<file path="src/rtl/regfile_wb_arbiter_pkg.sv">
// -----------------------------------------------------------------------------
// regfile_wb_arbiter_pkg
//   Types and defaults used by the register file, the writeback arbiter and the
//   issue logic:
//     ADDR_W_DEF / DATA_W_DEF : default register address / data widths
//     reg_addr_t              : register address at the default width
//     wb_state_e              : writeback port state (IDLE, WRITE)
//     rr_next()               : round-robin pointer successor
// -----------------------------------------------------------------------------
package regfile_wb_arbiter_pkg;

  localparam int ADDR_W_DEF = 2;
  localparam int DATA_W_DEF = 8;

  typedef logic [ADDR_W_DEF-1:0] reg_addr_t;

  typedef enum logic {
    IDLE  = 1'b0,
    WRITE = 1'b1
  } wb_state_e;

  // Next search start after requester `winner` was served: (winner+1) mod num_req.
  function automatic int rr_next(input int winner, input int num_req);
    return (winner + 1 >= num_req) ? 0 : winner + 1;
  endfunction

endpackage

</file>
<file path="src/rtl/regfile_wb_arbiter_if.sv">
// -----------------------------------------------------------------------------
// regfile_wb_arbiter_if
//   Bundles the writeback requester bus and the register-file write port.
//   master : requesters / register file side (drives requests, stall)
//   slave  : the arbiter (drives ready, write port, pending mask)
//   Signals:
//     req_valid[NUM_REQ], req_addr[NUM_REQ*ADDR_W], req_data[NUM_REQ*DATA_W]
//     req_ready[NUM_REQ]  one-hot/zero grant
//     stall               blocks new grants
//     write_enable, write_addr, write_data, grant_id   register-file write beat
//     pending_mask[2**ADDR_W]                           register being written
//   Optional (WB_FORWARD_EN): fwd_addr1/2 in, fwd_hit1/2 and fwd_data1/2 out.
// -----------------------------------------------------------------------------
interface regfile_wb_arbiter_if
  import regfile_wb_arbiter_pkg::*;
#(
  parameter int NUM_REQ = 2,
  parameter int ADDR_W  = ADDR_W_DEF,
  parameter int DATA_W  = DATA_W_DEF
);
  localparam int ID_W = (NUM_REQ > 1) ? $clog2(NUM_REQ) : 1;

  logic [NUM_REQ-1:0]        req_valid;
  logic [NUM_REQ*ADDR_W-1:0] req_addr;
  logic [NUM_REQ*DATA_W-1:0] req_data;
  logic [NUM_REQ-1:0]        req_ready;
  logic                      stall;
  logic                      write_enable;
  logic [ADDR_W-1:0]         write_addr;
  logic [DATA_W-1:0]         write_data;
  logic [ID_W-1:0]           grant_id;
  logic [(2**ADDR_W)-1:0]    pending_mask;
`ifdef WB_FORWARD_EN
  logic [ADDR_W-1:0]         fwd_addr1;
  logic [ADDR_W-1:0]         fwd_addr2;
  logic                      fwd_hit1;
  logic                      fwd_hit2;
  logic [DATA_W-1:0]         fwd_data1;
  logic [DATA_W-1:0]         fwd_data2;
`endif

  modport master (
    output req_valid, req_addr, req_data, stall,
`ifdef WB_FORWARD_EN
    output fwd_addr1, fwd_addr2,
    input  fwd_hit1, fwd_hit2, fwd_data1, fwd_data2,
`endif
    input  req_ready, write_enable, write_addr, write_data, grant_id, pending_mask
  );

  modport slave (
    input  req_valid, req_addr, req_data, stall,
`ifdef WB_FORWARD_EN
    input  fwd_addr1, fwd_addr2,
    output fwd_hit1, fwd_hit2, fwd_data1, fwd_data2,
`endif
    output req_ready, write_enable, write_addr, write_data, grant_id, pending_mask
  );

endinterface

</file>
<file path="src/rtl/regfile_wb_arbiter_rr_arbiter.sv">
// -----------------------------------------------------------------------------
// rr_arbiter
//   Combinational round-robin pick: the first set bit of `req` searching from
//   index `ptr` upward (mod NUM_REQ) wins when `en` is high.
//   Ports:
//     req[NUM_REQ]  request vector
//     ptr[ID_W]     search start index (0..NUM_REQ-1)
//     en            grant enable; grant is zero when low
//     grant         one-hot/zero grant vector
//     winner[ID_W]  index of the granted requester (valid when grant != 0)
// -----------------------------------------------------------------------------
module rr_arbiter #(
  parameter int NUM_REQ = 2,
  parameter int ID_W    = 1
) (
  input  logic [NUM_REQ-1:0] req,
  input  logic [ID_W-1:0]    ptr,
  input  logic               en,
  output logic [NUM_REQ-1:0] grant,
  output logic [ID_W-1:0]    winner
);

  logic [2*NUM_REQ-1:0] req_rot;
  logic                 found;
  int                   pos;

  // Rotating a doubled copy puts requester ptr at bit 0, so a plain
  // lowest-bit-first scan implements the wrap-around search.
  always_comb begin
    req_rot = {req, req} >> ptr;
    found   = 1'b0;
    pos     = 0;
    winner  = '0;
    for (int k = 0; k < NUM_REQ; k++) begin
      if (!found && req_rot[k]) begin
        found = 1'b1;
        pos   = int'(ptr) + k;
        if (pos >= NUM_REQ) pos = pos - NUM_REQ;
        winner = ID_W'(pos);
      end
    end
    grant = (en && found) ? (NUM_REQ'(1) << winner) : '0;
  end

endmodule

</file>
<file path="src/rtl/regfile_wb_arbiter.sv">
// -----------------------------------------------------------------------------
// regfile_wb_arbiter
//   Shares the single register-file write port between NUM_REQ writeback
//   requesters. Round-robin grant with valid/ready handshake; the winning
//   request is staged for one cycle and then presented as a write beat.
//   pending_mask flags the register being written this cycle so issue logic
//   can stall dependent reads.
//   Ports:
//     clk, reset                 clock, synchronous active-high reset
//     bus (regfile_wb_arbiter_if.slave)
//       req_valid/req_addr/req_data in, req_ready out, stall in
//       write_enable/write_addr/write_data/grant_id out (registered)
//       pending_mask out
//   Configuration macro WB_FORWARD_EN: adds two forwarding compare ports that
//   expose the in-flight write to readers one cycle early.
// -----------------------------------------------------------------------------
module regfile_wb_arbiter
  import regfile_wb_arbiter_pkg::*;
#(
  parameter int NUM_REQ = 2,
  parameter int ADDR_W  = ADDR_W_DEF,
  parameter int DATA_W  = DATA_W_DEF
) (
  input  logic                 clk,
  input  logic                 reset,
  regfile_wb_arbiter_if.slave  bus
);

  localparam int ID_W = (NUM_REQ > 1) ? $clog2(NUM_REQ) : 1;
  localparam int NREG = 2 ** ADDR_W;

  logic [ID_W-1:0]    rr_ptr;
  logic               arb_en;
  logic [NUM_REQ-1:0] grant_p0;
  logic [ID_W-1:0]    winner_p0;
  logic               xfer_p0;
  logic [ADDR_W-1:0]  sel_addr_p0;
  logic [DATA_W-1:0]  sel_data_p0;

  wb_state_e          state_p1;
  logic [ADDR_W-1:0]  wr_addr_p1;
  logic [DATA_W-1:0]  wr_data_p1;
  logic [ID_W-1:0]    wr_id_p1;
  logic               vld_p1;
  logic [NREG-1:0]    pend_p1;

  // ---- p0: arbitration and request select ----
  assign arb_en = !bus.stall && !reset;

  rr_arbiter #(
    .NUM_REQ (NUM_REQ),
    .ID_W    (ID_W)
  ) u_rr_arbiter (
    .req    (bus.req_valid),
    .ptr    (rr_ptr),
    .en     (arb_en),
    .grant  (grant_p0),
    .winner (winner_p0)
  );

  // Grant only ever covers a valid requester, so any grant bit is a transfer.
  assign xfer_p0       = |grant_p0;
  assign bus.req_ready = grant_p0;

  always_comb begin
    sel_addr_p0 = '0;
    sel_data_p0 = '0;
    for (int i = 0; i < NUM_REQ; i++) begin
      if (winner_p0 == ID_W'(i)) begin
        sel_addr_p0 = bus.req_addr[i*ADDR_W +: ADDR_W];
        sel_data_p0 = bus.req_data[i*DATA_W +: DATA_W];
      end
    end
  end

  // ---- p1: one-deep staging register / write-port FSM ----
  always_ff @(posedge clk) begin
    if (reset) begin
      state_p1   <= IDLE;
      wr_addr_p1 <= '0;
      wr_data_p1 <= '0;
      wr_id_p1   <= '0;
      rr_ptr     <= '0;
    end else if (xfer_p0) begin
      state_p1   <= WRITE;
      wr_addr_p1 <= sel_addr_p0;
      wr_data_p1 <= sel_data_p0;
      wr_id_p1   <= winner_p0;
      rr_ptr     <= ID_W'(rr_next(int'(winner_p0), NUM_REQ));
    end else begin
      state_p1   <= IDLE;
    end
  end

  // A beat staged just before reset is suppressed here so the register file
  // never captures it.
  assign vld_p1 = (state_p1 == WRITE) && !reset;

  always_comb begin
    pend_p1 = '0;
    for (int r = 0; r < NREG; r++) begin
      pend_p1[r] = vld_p1 && (wr_addr_p1 == ADDR_W'(r));
    end
  end

  assign bus.write_enable = vld_p1;
  assign bus.write_addr   = wr_addr_p1;
  assign bus.write_data   = wr_data_p1;
  assign bus.grant_id     = wr_id_p1;
  assign bus.pending_mask = pend_p1;

`ifdef WB_FORWARD_EN
  // Readers of the register being written see the value it holds next cycle.
  assign bus.fwd_hit1  = vld_p1 && (wr_addr_p1 == bus.fwd_addr1);
  assign bus.fwd_hit2  = vld_p1 && (wr_addr_p1 == bus.fwd_addr2);
  assign bus.fwd_data1 = wr_data_p1;
  assign bus.fwd_data2 = wr_data_p1;
`endif

endmodule

</file>
<file path="src/flat_wrapper.sv">
// flat-port wrapper written by rule: the top's interface ports become plain ports
module regfile_wb_arbiter_flat import regfile_wb_arbiter_pkg::*;
#(
  parameter int NUM_REQ = 2,
  parameter int ADDR_W  = ADDR_W_DEF,
  parameter int DATA_W  = DATA_W_DEF
)
  (clk, reset, bus_req_valid, bus_req_addr, bus_req_data, bus_stall, bus_req_ready, bus_write_enable, bus_write_addr, bus_write_data, bus_grant_id, bus_pending_mask);
  regfile_wb_arbiter_if #(.NUM_REQ(NUM_REQ), .ADDR_W(ADDR_W), .DATA_W(DATA_W)) bus_i ();
  input  logic clk;
  input  logic reset;
  input wire logic [$bits(bus_i.req_valid)-1:0] bus_req_valid;
  input wire logic [$bits(bus_i.req_addr)-1:0] bus_req_addr;
  input wire logic [$bits(bus_i.req_data)-1:0] bus_req_data;
  input wire logic [$bits(bus_i.stall)-1:0] bus_stall;
  output wire logic [$bits(bus_i.req_ready)-1:0] bus_req_ready;
  output wire logic [$bits(bus_i.write_enable)-1:0] bus_write_enable;
  output wire logic [$bits(bus_i.write_addr)-1:0] bus_write_addr;
  output wire logic [$bits(bus_i.write_data)-1:0] bus_write_data;
  output wire logic [$bits(bus_i.grant_id)-1:0] bus_grant_id;
  output wire logic [$bits(bus_i.pending_mask)-1:0] bus_pending_mask;
  assign bus_i.req_valid = bus_req_valid;
  assign bus_i.req_addr = bus_req_addr;
  assign bus_i.req_data = bus_req_data;
  assign bus_i.stall = bus_stall;
  assign bus_req_ready = bus_i.req_ready;
  assign bus_write_enable = bus_i.write_enable;
  assign bus_write_addr = bus_i.write_addr;
  assign bus_write_data = bus_i.write_data;
  assign bus_grant_id = bus_i.grant_id;
  assign bus_pending_mask = bus_i.pending_mask;
  regfile_wb_arbiter #(.NUM_REQ(NUM_REQ), .ADDR_W(ADDR_W), .DATA_W(DATA_W)) u_core (.clk(clk), .reset(reset), .bus(bus_i));
endmodule
</file>
<file path="config.mk">
export PLATFORM = sky130hd
export DESIGN_NAME = regfile_wb_arbiter_flat
export DESIGN_NICKNAME = d
export VERILOG_FILES = /design/src/rtl/regfile_wb_arbiter_pkg.sv /design/src/rtl/regfile_wb_arbiter_if.sv /design/src/rtl/regfile_wb_arbiter_rr_arbiter.sv /design/src/rtl/regfile_wb_arbiter.sv /design/src/flat_wrapper.sv
export SDC_FILE = /design/constraint.sdc
export NUM_CORES = 1
export LEC_CHECK = 0
export ABC_CLOCK_PERIOD_IN_PS = 2400
export BUFFER_PORTS_ARGS = -buffer_cell sky130_fd_sc_hd__buf_2
export CAP_MARGIN = 20
export CORE_MARGIN = 2
export CORE_UTILIZATION = 40
export CTS_BUF_LIST = sky130_fd_sc_hd__clkbuf_16
export DETAILED_ROUTE_END_ITERATION = 7
export PLACE_DENSITY = 0.77
export SLEW_MARGIN = 20
export SYNTH_ARGS = -nofsm -noshare
export SYNTH_HDL_FRONTEND = slang
export SYNTH_SLANG_ARGS = --single-unit
</file>
<file path="constraint.sdc">
create_clock -name clk -period 2.4 [get_ports clk]
set_input_delay 0.48 -clock clk [delete_from_list [all_inputs] [get_ports clk]]
set_output_delay 0.48 -clock clk [all_outputs]
set_load 0.05 [all_outputs]
</file>
**Word-level counts from Yosys, hierarchy flattened**

Index checks and enable logic that the tools add are counted.

- $add $sub $neg: 4
- $mul: 0
- Divide/modulo/power cells: 0
- Magnitude comparators: 3
- Equality and inequality tests: 3
- Shifts and indexed selects: 2
- Multiplexer cells: 11
- Bitwise logic cells: 0
- Reduce and logical (&&, ||, !) cells: 13

Operator list:

| kind | count |
|---|---|
| logical AND 1 bit | 8 |
| 2-to-1 mux 1 bit | 8 |
| 2-to-1 mux 8 bit | 1 |
| adder 1 x 1 -> 2 bit (second input constant) | 2 |
| == test 2 bit (second input constant) | 2 |
| >= comparator 2 bit (second input constant) | 2 |
| 2-to-1 mux 2 bit | 2 |
| right shift 4 x 1 -> 2 bit | 1 |
| zero test 1 bit | 3 |
| == test 2 x 1 -> 1 bit (second input constant) | 1 |
| >= comparator 1 x 2 -> 1 bit (second input constant) | 1 |
| zero test 2 bit | 1 |
| OR reduction 2 bit | 1 |
| left shift 1 x 1 -> 2 bit (first input constant) | 1 |
| subtractor 1 bit (second input constant) | 2 |

- Register bits: 13
- Latch bits: 0
- RAM bits: 0
- ROM bits: 0
- Input bits: 25
- Output and inout bits: 18
- Logic and storage cells: 41
- Memories: 0

**Logic depth before layout (Yosys ltp)**

- Depth after elaboration: 9
- Mapped depth: 4
- Mapped depth without buffers: 3

**By module**

From an unflattened synthesis, not the netlist that was laid out.

- Cells, all modules: 66
- Area total of the unflattened synthesis: 634.4 um^2

By module, submodules not included:

| module | instances | cells each | area an instance (um^2) | seq. area each (um^2) |
|---|---|---|---|---|
| regfile_wb_arbiter | 1 | 61 | 606.8 | 260.2 |
| rr_arbiter | 1 | 5 | 27.5 | 0.0 |

**Worst setup path before layout**

Ideal clock, no wire load.

- Path type: input-to-output
- Start: input port reset
- End: output port bus_pending_mask[0]
- Arrival: 2.522 ns
- Data required time: 1.920 ns
- Setup slack: -0.602 ns
- Stages: 2
- Buffers on the path: 0
- Cell sequence: nor2b_1 > nor3b_1

- Longest elaborated chain between the ends: 3

RTL lines:

| what | line | RTL |
|---|---|---|
| start: declaration | flat_wrapper.sv:11 | `input logic reset;` |
| zero test 1 bit | regfile_wb_arbiter.sv:97 | `assign vld_p1 = (state_p1 == WRITE) && !reset;` |
| logical AND 1 bit | regfile_wb_arbiter.sv:97 |  |
| logical AND 1 bit | regfile_wb_arbiter.sv:102 | `pend_p1[r] = vld_p1 && (wr_addr_p1 == ADDR_W'(r));` |
| end: declaration | flat_wrapper.sv:21 | `output wire logic [$bits(bus_i.pending_mask)-1:0] bus_pending_mask;` |

No other way between the ends.

**Final worst setup path**

- Start: input port bus_req_valid[1]
- End: output port bus_req_ready[0]

- Longest elaborated chain between the ends: 7
- Elaborated cells between the ends (all ways): 10
- Those cells by class: shift: 2; mux: 5; reduce/logical: 3

RTL lines:

| what | line | RTL |
|---|---|---|
| start: declaration | flat_wrapper.sv:12 | `input wire logic [$bits(bus_i.req_valid)-1:0] bus_req_valid;` |
| right shift 4 x 1 -> 2 bit * | regfile_wb_arbiter_rr_arbiter.sv:30 | `req_rot = {req, req} >> ptr;` |
| 2-to-1 mux 1 bit | regfile_wb_arbiter_rr_arbiter.sv:35 | `if (!found && req_rot[k]) begin` |
| zero test 1 bit | regfile_wb_arbiter_rr_arbiter.sv:35 |  |
| logical AND 1 bit | regfile_wb_arbiter_rr_arbiter.sv:35 |  |
| 2-to-1 mux 1 bit | regfile_wb_arbiter_rr_arbiter.sv:35 |  |
| left shift 1 x 1 -> 2 bit or logical AND 1 bit (tied branches) | regfile_wb_arbiter_rr_arbiter.sv:42 | `grant = (en && found) ? (NUM_REQ'(1) << winner) : '0;` |
| 2-to-1 mux 2 bit * | regfile_wb_arbiter_rr_arbiter.sv:42 |  |
| end: declaration | flat_wrapper.sv:16 | `output wire logic [$bits(bus_i.req_ready)-1:0] bus_req_ready;` |

Mark *: on every way between the ends. The rest lies on a longest branch, timed or not.

==> flow_metrics.env <==
export IMPL_worstMarginPinSlew_ps=411
export IMPL_reg2regPathDepth=4
export IMPL_die_area_um2=1970
export IMPL_max_slew_margin_rel_pct=72.5
export IMPL_vias=799
export IMPL_cts_resized=0
export IMPL_tns_ps=0
export IMPL_max_freq_mhz=549
export IMPL_path_clk_slew_ps=40
export IMPL_synth_top_cells_by_area="dfxtp_1 (40%), a31oi_1 (9.6%), nand4_1 (9.6%), nand3_1 (7.7%), o21ai_1 (6.9%)"
export IMPL_track_usage_pct=21.1
export IMPL_power_total_uw=664
export IMPL_max_stage_delay_ps=270
export IMPL_synth_cell_types=23
export IMPL_cts_root_buf="clkbuf_16"
export IMPL_postCtsSetupBuffers=0
export IMPL_startpoint_type="primary input"
export IMPL_final_setup_viol_count=0
export IMPL_worstPathMaxFanout=13
export IMPL_synthCells=80
export IMPL_drtAntennaViolNets=0
export IMPL_hold_start="u_core.bus.grant_id"
export IMPL_yosysSeqAreaShare_pct=39.8
export IMPL_ios=43
export IMPL_fin_crit_ps=1820
export IMPL_r2r_start="u_core.rr_ptr"
export IMPL_viasPerCell=5.79
export IMPL_p_leak_nw=0.450
export IMPL_reg2reg_slack_ps=1340
export IMPL_htree_levels=1
export IMPL_worstReg2RegEnd="u_core.bus.write_data[4]"
export IMPL_critical_path_class="primary input to primary output"
export IMPL_syn_area_um2=653
export IMPL_hpwl_um=1350
export IMPL_cts_tree="built"
export IMPL_yosysTopAreaCellShare_pct=39.8
export IMPL_drt_pass1_iter_count=4
export IMPL_die_w_um=44.4
export IMPL_synth_area_per_cell_um2=8.16
export IMPL_maxSlewViolCount=0
export IMPL_crit_required_ps=1920
export IMPL_dp_cells=134
export IMPL_start_util_pct=42.9
export IMPL_cap_violations=0
export IMPL_first_iter_violations=25
export IMPL_fp_dieH_um=44.4
export IMPL_rows=14
export IMPL_drive_above_1_share_pct=44.3
export IMPL_stdcell_count=138
export IMPL_cp_arrival_ps=1340
export IMPL_whs_path_depth=2
export IMPL_status="finished clean"
export IMPL_cpMaxStageDelayCell="a211oi_2"
export IMPL_grt_pass1_wl_um=2990
export IMPL_wl_per_cell_um=13.7
export IMPL_nets=148
export IMPL_routed_wl_um=1890
export IMPL_holdPathEnd="u_core.bus.grant_id"
export IMPL_grt_setup_unrepaired="no"
export IMPL_synth_nets=105
export IMPL_path_delay_family="buffers and inverters"
export IMPL_crit_buf_inv=3
export IMPL_crit_top_cell="buf_2"
export IMPL_overflow=0
export IMPL_clkLatencyLatePin_ps=240
export IMPL_hold_ws_ps=464
export IMPL_gp_congestion=0.771
export IMPL_cts_num_sinks=13
export IMPL_clockBufferDepth=2
export IMPL_hold_path_class="register to register"
export IMPL_io_buffers=42
export IMPL_power_density_nw_per_um2=698
export IMPL_worst_path_stages=5
export IMPL_clock_skew_ps=2.11
export IMPL_grt_max_degree=17
export IMPL_synthToLayoutAreaGrowth_pct=45.8
export IMPL_finalCritPeriodShare_pct=76.0
export IMPL_first_global_vias=692
export IMPL_antenna_found_initial=0
export IMPL_vdd_ir_drop_max_mv=0.339
export IMPL_num_antenna_cells=0
export IMPL_hold_buffers=0
export IMPL_yosys_warnings=0
export IMPL_ys_ff_latch=13
export IMPL_crit_chain="buf_2, a211oi_2, nand2_1, inv_1, buf_2"
export IMPL_hold_violations=0
export IMPL_core_area_um2=1520
export IMPL_n_fill_cell=140
export IMPL_cp_end_kind="primary output"
export IMPL_synth_top_area_cell="dfxtp_1"
export IMPL_route_detailed_drc=0
export IMPL_cts_buffers=3
## kinds of logic (layout without fill, tap and decap cells)
group | after synthesis | after routing | synth area share (%)
and+or+nand+nor | 34 | 34 | 30.5
AOI/OAI and AO/OA | 24 | 24 | 21.8
DFF | 13 | 13 | 39.8
buffers and inverters | 9 | 51 | 7.85
## placed cells by master (no fill, tap or decap), drive strengths merged, types with 2 or more instances in the layout
master  netlist  routed
and3          2       2
nand2         2       2
inv           1       2
nor2          4       4
clkbuf        1       3
dfxtp        13      13
buf           7      46
nand2b        2       2
o21ai        11      11
a31oi        10      10
nand3        10      10
nand4        10      10
## layer usage
metal / share of wire [%] / vias up / GRT usage [%]
met2: 49 / 46 / 32.9
met3: 11 / 2 / 4.90
met4: 0.48 / 0 / 12.7
li1: - / 391 / -
met5: 0 / - / 0
met1: 39 / 360 / 26.3
## power breakdown
group / internal [mW] / total, mW / switching, mW
combinational: 0.0404 / 0.126 / 0.0857
clock: 0.219 / 0.305 / 0.0856
sequential: 0.227 / 0.234 / 0.00620
total: 0.487 / 0.664 / 0.178
## metrics by stage
step / cell area [µm²] / setup slack [ps] / utilization, %
6_report: 952 / 577 / 62.5
5_1_grt: 952 / 528 / 62.5
4_1_cts: 952 / 577 / 62.5
3_5_place_dp: 873 / 588 / 57.3
3_3_place_gp: 873 / 624 / 57.3
2_1_floorplan: 661 / 174 / -
## synth_stat cells
cell type / instances
a211oi_2: 1
a21oi_1: 1
a31oi_1: 10
and3_1: 2
and3b_1: 1
buf_2: 5
buf_4: 1
buf_6: 1
clkbuf_1: 1
dfxtp_1: 13
inv_1: 1
nand2_1: 2
nand2b_1: 2
nand3_1: 10
nand4_1: 10
nor2_1: 3
nor2_4: 1
nor2b_1: 1
nor3b_1: 1
o21ai_0: 2
o21ai_1: 9
o21bai_1: 1
or2_4: 1
## worst max-delay path by stage
stage | startpoint | to | slack [ps]
floorplan | reset | bus_pending_mask[0] | 170
global placement | bus_req_valid[1] | bus_req_ready[0] | 620
detailed placement | bus_req_valid[1] | bus_req_ready[0] | 590
CTS | bus_req_valid[1] | bus_req_ready[0] | 580
global route | bus_req_valid[1] | bus_req_ready[0] | 530
finish | bus_req_valid[1] | bus_req_ready[0] | 580
## worst register-to-register path, stage by stage (launching register included)
cell and delay (ps):
dfxtp_1 320, a211oi_2 220, buf_4 210, nand3_1 90, a31oi_1 140
## layout make-up
| class | instances | area [µm²] | area share (%) |
|---|---|---|---|
| flip-flops and latches | 13 | 260 | 27.3 |
| well taps | 16 | 20.0 | 2.10 |
| inverters | 1 | 3.75 | 0.394 |
| clock inverters | 1 | 3.75 | 0.394 |
| clock buffers | 3 | 75.1 | 7.88 |
| repair buffers | 46 | 240 | 25.2 |
| multi-input cells | 58 | 349 | 36.7 |
## state kept, by name, indices dropped and copies added (netlist names)
| name | flops |
|---|---|
| u_core.bus.write_data | 8 |
| u_core.bus.write_addr | 2 |
| u_core.bus.grant_id | 1 |
| u_core.rr_ptr | 1 |
| u_core.state_p1 | 1 |
No activity file was read; power rests on OpenSTA's default activity.
